===== config.mk =====
export PLATFORM = sky130hd
export DESIGN_NAME = pipeline_ctrl
export DESIGN_NICKNAME = d
export VERILOG_FILES = /design/src/rtl/pipeline_ctrl_pkg.sv /design/src/rtl/pipeline_ctrl_hazard_detect.sv /design/src/rtl/pipeline_ctrl.sv
export SDC_FILE = /design/constraint.sdc
export NUM_CORES = 1
export LEC_CHECK = 0
export CAP_MARGIN = 10
export CORE_UTILIZATION = 49
export CTS_CLUSTER_SIZE = 20
export DETAILED_ROUTE_END_ITERATION = 10
export PLACE_DENSITY = 0.8
export SLEW_MARGIN = 20
export SYNTH_ARGS = -nofsm -noshare
export SYNTH_HDL_FRONTEND = slang
export SYNTH_HIERARCHICAL = 1
export SYNTH_SLANG_ARGS = --single-unit

===== constraint.sdc =====
create_clock -name clk -period 3.2 [get_ports clk]
set_clock_uncertainty 0.1 [all_clocks]
set_input_delay 0.64 -clock clk [delete_from_list [all_inputs] [get_ports clk]]
set_output_delay 0.64 -clock clk [all_outputs]
set_load 0.05 [all_outputs]

===== src/rtl/pipeline_ctrl_pkg.sv =====
// Shared types for the pipeline stall/flush controller.
package pipeline_ctrl_pkg;

  localparam int REG_W = 4;

  typedef enum logic [1:0] {
    RUN  = 2'd0,
    WAIT = 2'd1,
    ERR  = 2'd2
  } state_e;

endpackage


===== src/rtl/pipeline_ctrl_hazard_detect.sv =====
// Combinational RAW hazard check between the ID instruction and older EXE/MEM instructions.
module hazard_detect
  import pipeline_ctrl_pkg::*;
(
  input  logic [REG_W-1:0] src_1,
  input  logic [REG_W-1:0] src_2,
  input  logic             two_src,
  input  logic [REG_W-1:0] exe_dest,
  input  logic             exe_wb_en,
  input  logic             exe_mem_r_en,
  input  logic [REG_W-1:0] mem_dest,
  input  logic             mem_wb_en,
  input  logic             forward_en,
  output logic             hazard
);

  logic exe_match, mem_match;

  always_comb begin
    exe_match = (src_1 == exe_dest) || (two_src && (src_2 == exe_dest));
    mem_match = (src_1 == mem_dest) || (two_src && (src_2 == mem_dest));
    // With forwarding only a load in EXE cannot be bypassed in time.
    if (forward_en)
      hazard = exe_match && exe_mem_r_en;
    else
      hazard = (exe_match && exe_wb_en) || (mem_match && mem_wb_en);
  end

endmodule


===== src/rtl/pipeline_ctrl.sv =====
// Stall/flush arbiter for the five-stage pipeline: SRAM wait FSM, branch flush, hazard stall, perf counters.
module pipeline_ctrl
  import pipeline_ctrl_pkg::*;
#(
  parameter int CNT_W       = 16,
  parameter int TMO_W       = 8,
  parameter int MEM_TIMEOUT = 200
) (
  input  logic             clk,
  input  logic             rst,
  input  logic [REG_W-1:0] src_1,
  input  logic [REG_W-1:0] src_2,
  input  logic             two_src,
  input  logic [REG_W-1:0] exe_dest,
  input  logic             exe_wb_en,
  input  logic             exe_mem_r_en,
  input  logic [REG_W-1:0] mem_dest,
  input  logic             mem_wb_en,
  input  logic             forward_en,
  input  logic             branch_taken,
  input  logic             mem_req,
  input  logic             mem_done,
  output logic             mem_go,
  output logic             pc_freeze,
  output logic             if_id_freeze,
  output logic             id_exe_freeze,
  output logic             exe_mem_freeze,
  output logic             if_id_flush,
  output logic             id_exe_flush,
  output logic             mem_wb_flush,
  output logic             mem_err,
  output logic [CNT_W-1:0] stall_cnt,
  output logic [CNT_W-1:0] flush_cnt
);

  localparam logic [TMO_W-1:0] TMO_LAST = TMO_W'(MEM_TIMEOUT - 1);

  state_e           state;
  logic [TMO_W-1:0] wait_cnt;
  logic             hazard, mem_stall, br_flush, haz_stall;

  hazard_detect u_hazard (
    .src_1        (src_1),
    .src_2        (src_2),
    .two_src      (two_src),
    .exe_dest     (exe_dest),
    .exe_wb_en    (exe_wb_en),
    .exe_mem_r_en (exe_mem_r_en),
    .mem_dest     (mem_dest),
    .mem_wb_en    (mem_wb_en),
    .forward_en   (forward_en),
    .hazard       (hazard)
  );

  // Outputs are forced low while reset is held so nothing leaks out mid-reset.
  always_comb begin
    mem_go    = rst && (state == RUN) && mem_req;
    mem_stall = rst && (mem_go || ((state == WAIT) && !mem_done) || (state == ERR));
    br_flush  = rst && !mem_stall && branch_taken;
    haz_stall = rst && !mem_stall && !branch_taken && hazard;
  end

  assign pc_freeze      = mem_stall | haz_stall;
  assign if_id_freeze   = mem_stall | haz_stall;
  assign id_exe_freeze  = mem_stall;
  assign exe_mem_freeze = mem_stall;
  assign mem_wb_flush   = mem_stall;
  assign if_id_flush    = br_flush;
  assign id_exe_flush   = br_flush | haz_stall;

  always_ff @(posedge clk or negedge rst) begin
    if (!rst) begin
      state     <= RUN;
      wait_cnt  <= '0;
      mem_err   <= 1'b0;
      stall_cnt <= '0;
      flush_cnt <= '0;
    end else begin
      case (state)
        RUN: begin
          if (mem_req) begin
            wait_cnt <= '0;
            state    <= WAIT;
          end
        end
        WAIT: begin
          if (mem_done) begin
            state <= RUN;
          end else begin
            wait_cnt <= wait_cnt + 1'b1;
            if (wait_cnt == TMO_LAST) begin
              state   <= ERR;
              mem_err <= 1'b1;
            end
          end
        end
        ERR: begin
          state   <= ERR;
          mem_err <= 1'b1;
        end
        default: state <= RUN;
      endcase

      if (pc_freeze && (stall_cnt != '1)) stall_cnt <= stall_cnt + 1'b1;
      if (br_flush && (flush_cnt != '1))  flush_cnt <= flush_cnt + 1'b1;
    end
  end

endmodule


* Word level (Yosys, flattened, before mapping)
Cells that the tools add are included.
** Word-level totals
- Logic and storage cells :: 63
- Input bits :: 26
- Bits in registers :: 43
** Cells by class
- Mux-type cells :: 11
- $add $sub $neg :: 3
- Equality and inequality tests :: 13
- Reduce and logical (&&, ||, !) cells :: 29
- Bitwise logic cells :: 2
** Operators with widths (count)
- 16-bit by 1-bit adder with 16-bit output (second input constant) :: 2
- 16-bit inequality test (second input constant) :: 2
- 4-bit == test :: 4
- 8-bit two-way mux :: 2
- 8-bit case mux with 2 select lines :: 1
- 1-bit logical AND :: 15
- 8-bit by 1-bit adder with 8-bit output (second input constant) :: 1
- 8-bit == test (second input constant) :: 1
- 2-bit two-way mux :: 3
- 2-bit case mux with 3 select lines :: 1
- 3-bit AND reduction :: 2
- 1-bit logical OR :: 5
- 2-bit inequality test (second input constant) :: 2
- 2-bit nonzero test :: 2
- 1-bit logical NOT :: 3
- 1-bit two-way mux :: 3
- 3-bit by 2-bit inequality test with 1-bit output (second input constant) :: 1
- 2-bit by 1-bit == test with 1-bit output (second input constant) :: 1
- 2-bit == test (second input constant) :: 1
- 2-bit logical NOT :: 1
- 2-bit by 1-bit inequality test with 1-bit output (second input constant) :: 1
- 1-bit OR :: 2
- 1-bit case mux with 2 select lines :: 1
- 2-bit AND reduction :: 1

* Longest topological paths before layout
- Depth in word-level cells :: 12
- Mapped depth :: 11
- Mapped depth without buffers :: 10

* Hierarchy
Netlist, hierarchy kept.
** By module, submodules not included
- pipeline_ctrl :: cells each 222, area each 2344.7 sq um, instances 1
- hazard_detect :: cells each 25, area each 210.2 sq um, instances 1

* Least setup slack after synthesis
No wires, ideal clock.
- Path kind :: input port to output port
- Start point :: input exe_dest[2]
- End point :: output pc_freeze
- Arrival :: 2.340 ns
- Stages :: 9
- Slack :: 0.120 ns
- Cells stage by stage :: xor2_1 > o41ai_2 > a22oi_1 > o21ai_1 > nor2b_1 > o31ai_2 > inv_1 > buf_2 > buf_4
** Between the ends
- Cells in the longest elaborated chain, start to end :: 8
** Ends and longest elaborated chain
- from (decl) :: RTL line pipeline_ctrl.sv:14 : input logic [REG_W-1:0] exe_dest,
- 4-bit == test :: RTL line pipeline_ctrl_hazard_detect.sv:20 : exe_match = (src_1 == exe_dest) || (two_src && (src_2 == exe_dest));
- 1-bit logical AND :: RTL line pipeline_ctrl_hazard_detect.sv:20
- 1-bit logical OR * :: RTL line pipeline_ctrl_hazard_detect.sv:20
- 1-bit logical AND :: RTL line pipeline_ctrl_hazard_detect.sv:26 : hazard = (exe_match && exe_wb_en) || (mem_match && mem_wb_en);
- 1-bit logical OR :: RTL line pipeline_ctrl_hazard_detect.sv:26
- 1-bit two-way mux * :: RTL line pipeline_ctrl_hazard_detect.sv:23 : if (forward_en)
- via hazard :: RTL line pipeline_ctrl.sv:40 : logic hazard, mem_stall, br_flush, haz_stall;
- 1-bit logical AND * :: RTL line pipeline_ctrl.sv:60 : haz_stall = rst && !mem_stall && !branch_taken && hazard;
- 1-bit OR *
- to (decl) :: RTL line pipeline_ctrl.sv:24 : output logic pc_freeze,
Mark *: on every way through the listed nets, which the timed path passes. The rest lies on a longest branch.

* Final worst setup path
- Start point :: input src_2[2]
- End point :: output if_id_freeze
** Between the ends
- Cells in the longest elaborated chain, start to end :: 8
** Ends and longest elaborated chain
- from (decl) :: RTL line pipeline_ctrl.sv:12 : input logic [REG_W-1:0] src_2,
- 4-bit == test, on equally long branches :: RTL line pipeline_ctrl_hazard_detect.sv:20, pipeline_ctrl_hazard_detect.sv:21
- 1-bit logical AND, on equally long branches :: RTL line pipeline_ctrl_hazard_detect.sv:20, pipeline_ctrl_hazard_detect.sv:21
- 1-bit logical OR, on equally long branches :: RTL line pipeline_ctrl_hazard_detect.sv:20, pipeline_ctrl_hazard_detect.sv:21
- 1-bit logical AND :: RTL line pipeline_ctrl_hazard_detect.sv:26
- 1-bit logical OR :: RTL line pipeline_ctrl_hazard_detect.sv:26
- 1-bit two-way mux * :: RTL line pipeline_ctrl_hazard_detect.sv:23
- via hazard :: RTL line pipeline_ctrl.sv:40
- 1-bit logical AND * :: RTL line pipeline_ctrl.sv:60
- 1-bit OR * :: RTL line pipeline_ctrl.sv:64 : assign if_id_freeze = mem_stall | haz_stall;
- to (decl) :: RTL line pipeline_ctrl.sv:25 : output logic if_id_freeze,
Marks and branches as above.

==> metrics.md <==
| Metric | Value |
|---|---|
| Design Area, Final | 3487 sq um |
| Diodes inserted | 0 |
| Hpwl dp | 4163 um |
| Commonest non-fill, non-tap cell in the layout | dfrtp_1 |
| # setup viols final | 0 |
| Highest metal layer with signal wires | met4 |
| Final core occ | 0.7146 |
| Seq/Total Area, Yosys | 0.4212 |
| DP Area | 3383 sq um |
| Switching share of power | 0.3963 |
| Met3 routed WL | 275 um |
| Internal Power | 1.119 mW |
| Post-DRT Antenna Nets | 0 |
| Reg2Reg Setup Slack | 1.07 ns |
| Post-synth EDFFs | 0 |
| Vias/cell | 5.504 |
| Gate power share | 0.404 |
| Mapped Cells | 247 |
| Flop pwr share | 0.396 |
| PwrDens | 531.5 nW/um^2 |
| Max VDD drop | 0.5207 mV |
| GRT Overall Usage | 0.2193 |
| Clock power frac | 0.200 |
| Clock Path Buffers | 2 |
| Most used DFF post-synth | dfrtp_1 |
| Crit path DAT | 2.36 ns |
| Worst-path clk slew | 0.08 ns |
| TritonCTS buffer count | 5 |
| Width of the die | 74.21 um |
| CP Capture Point | if_id_freeze |
| Reg2Reg Capture Point | flush_cnt[12]$_DFFE_PN0P_ |
| Mapped cell area | 2555 sq um |
| Number of global-route vias before repair | 2001 |
| Crit Path Max Fanout | 4 |
| R2R Path Start | state[1]$_DFFE_PN0P_ |
| Status | finished clean |
| CTS H-Tree Depth | 2 |
| Initial Utilization | 0.5236 |
| DIE HEIGHT | 74.21 um |
| PnR Total Power | 1.853 mW |
| Cell variety after synth | 51 |
| Crit end category | output pin |
| CP startpoint | src_2[2] |
| Startpoint types | primary input |
| Io pins | 67 |
| Clk sink count | 43 |
| Row Count | 25 |
| Reg2reg path depth | 5 |
| Mean routed wirelength per cell | 14.24 um |
| Leakage power | 1.456 nW |
| Syn_nets | 276 |
| Initial antenna violation count | 0 |
| Minimum clock period | 3.097 ns |
| Slew of the pin with the lowest slew margin | 0.5546 ns |
| Synth async-reset ratio | 1.000 |
| Synth Register Bits | 43 |
| First-pass GRT wire length | 9280 um |
| Max-slew headroom | 0.6274 |
| Sw Pwr | 734.5 uW |
| Synthesized area per cell | 10.34 sq um |
| WP data required | 2.46 ns |
| Most frequent cells in the layout | 43 x dfrtp_1, 40 x clkdlybuf4s50_1, 22 x xor2_1, 22 x xnor2_1, 18 x nand2_1 |
| DR DRC count | 0 |
| Largest net degree at the start of global routing | 27 |
| Max Fclk | 322.9 MHz |
| CTS tree | yes |
| Core box area | 4880 sq um |
| # nets final | 350 |
| Clock root cell | clkbuf_8 |
| Cts-stage hold buffer count | 0 |
| Die ar. | 5507 sq um |
| Clock latency on the worst-skew pair | 0.29 ns |
| Gpl congestion | 0.8946 |
| YS warnings | 6 |
| Final period util | 0.9677 |
| Tightest Hold Check Type | in -> async |
| Pre-antenna DRT Iters | 4 |
| Initial DRC count | 69 |
| Met2 wire length | 2782 um |
| P&R area growth vs syn | 36.48% |
| Final Max Slew Viols | 0 |
| IO buf count | 66 |
| Max-cap check violation count | 0 |
| Routed Wire Length | 5540 um |
| Via count | 2141 |
| GRT overflow | 0 |
| Setup repair after global routing missed its margin | no |
| Share of layout cells above drive strength 1 | 0.1522 |
| Final hold vios | 0 |
| M1 wire length | 2434 um |
| Worst setup path category | in -> out |
[registers in the layout (all words and copies together), names as in the netlist]
signal     cells
wait_cnt       8
flush_cnt     16
stall_cnt     16
mem_err        1
state          2
[cells by family after synthesis]
logic type | Yosys count | share of synthesized area
fa+ha+maj | 3 | 0.01469
xor+xnor | 44 | 0.1508
simple gates | 110 | 0.2639
mux | 7 | 0.03085
buf+inv | 14 | 0.03232
flops | 43 | 0.4212
compound gates | 26 | 0.08619
[cell usage after synthesis (all sizes together), types with 3 or more instances]
cell type / count / area share
nand4: 17 / 0.042
mux2: 7 / 0.031
nor3: 10 / 0.020
ha: 3 / 0.015
nand2b: 4 / 0.0098
buf: 8 / 0.024
nor2: 15 / 0.022
inv: 5 / 0.0073
nand3: 14 / 0.027
nor4b: 4 / 0.021
and2: 3 / 0.0073
dfrtp: 43 / 0.42
xor2: 22 / 0.075
nand2: 18 / 0.026
nor4: 5 / 0.023
and4: 4 / 0.014
nor3b: 3 / 0.013
a22o: 5 / 0.017
xnor2: 22 / 0.075
and3: 3 / 0.0073
o21ai: 3 / 0.0059
[worst min path at each step]
stage / slack [ns] / to / start
5_1_grt: 0.26 / flush_cnt[3]$_DFFE_PN0P_ / rst
4_1_cts: 0.23 / flush_cnt[1]$_DFFE_PN0P_ / rst
3_3_place_gp: 0.36 / mem_err$_DFFE_PN0P_ / mem_err$_DFFE_PN0P_
6_report: 0.23 / flush_cnt[1]$_DFFE_PN0P_ / rst
3_5_place_dp: 0.36 / mem_err$_DFFE_PN0P_ / mem_err$_DFFE_PN0P_
2_1_floorplan: 0.24 / flush_cnt[0]$_DFFE_PN0P_ / rst
[critical path: stages]
cell,delay (ns)
dlygate4sd2_1,0.26
xor2_1,0.17
o41ai_2,0.39
a22oi_1,0.14
o21ai_1,0.16
nor2b_2,0.17
o31ai_2,0.07
inv_1,0.11
buf_12,0.12
buf_12,0.12
[metrics by stage]
step           TNS [ns]  hold WS (ns)  cells  worst slack [ns]
4_1_cts               0        0.2328    389          0.004422
2_1_floorplan         0        0.2444    247            0.1199
5_1_grt               0        0.2566    389         0.0004448
6_report              0        0.2269    389            0.1034
3_3_place_gp    -0.1868        0.3590    379          -0.09345
3_5_place_dp    -0.2379        0.3609    379           -0.1191
[area by class of cell]
cell class	count	area, sq um
clock buffers	8	100.1
multi-input cells	190	1399
fillers	386	1393
repair buffers	76	809.5
inverters	5	18.77
well taps	67	83.83
flip-flops and latches	43	1076
[power groups by stage]
| stage | clock, mW | combinational (mW) | sequential [mW] |
|---|---|---|---|
| floorplan | 0 | 0.240 | 0.967 |
| global placement | 0 | 0.743 | 0.742 |
| detailed placement | 0 | 0.753 | 0.745 |
| CTS | 0.377 | 0.754 | 0.736 |
| global route | 0.410 | 0.794 | 0.753 |
| finish | 0.370 | 0.748 | 0.735 |
[what timing repair did]
action / CTS / global route
gates resized for setup: 19 / 2
endpoints found under the setup margin: 2 / 2
pin swaps: 11 / 7
cloned: 0 / 0
setup buffers: 2 / 0
[layer usage]
metal / vias to the layer above / GRT usage
met3: 6 / 0.04472
met2: 59 / 0.3717
li1: 1046 / -
met5: - / 0
met1: 1030 / 0.2792
met4: 0 / 0.07757
No activity file was read; power rests on OpenSTA's default activity.
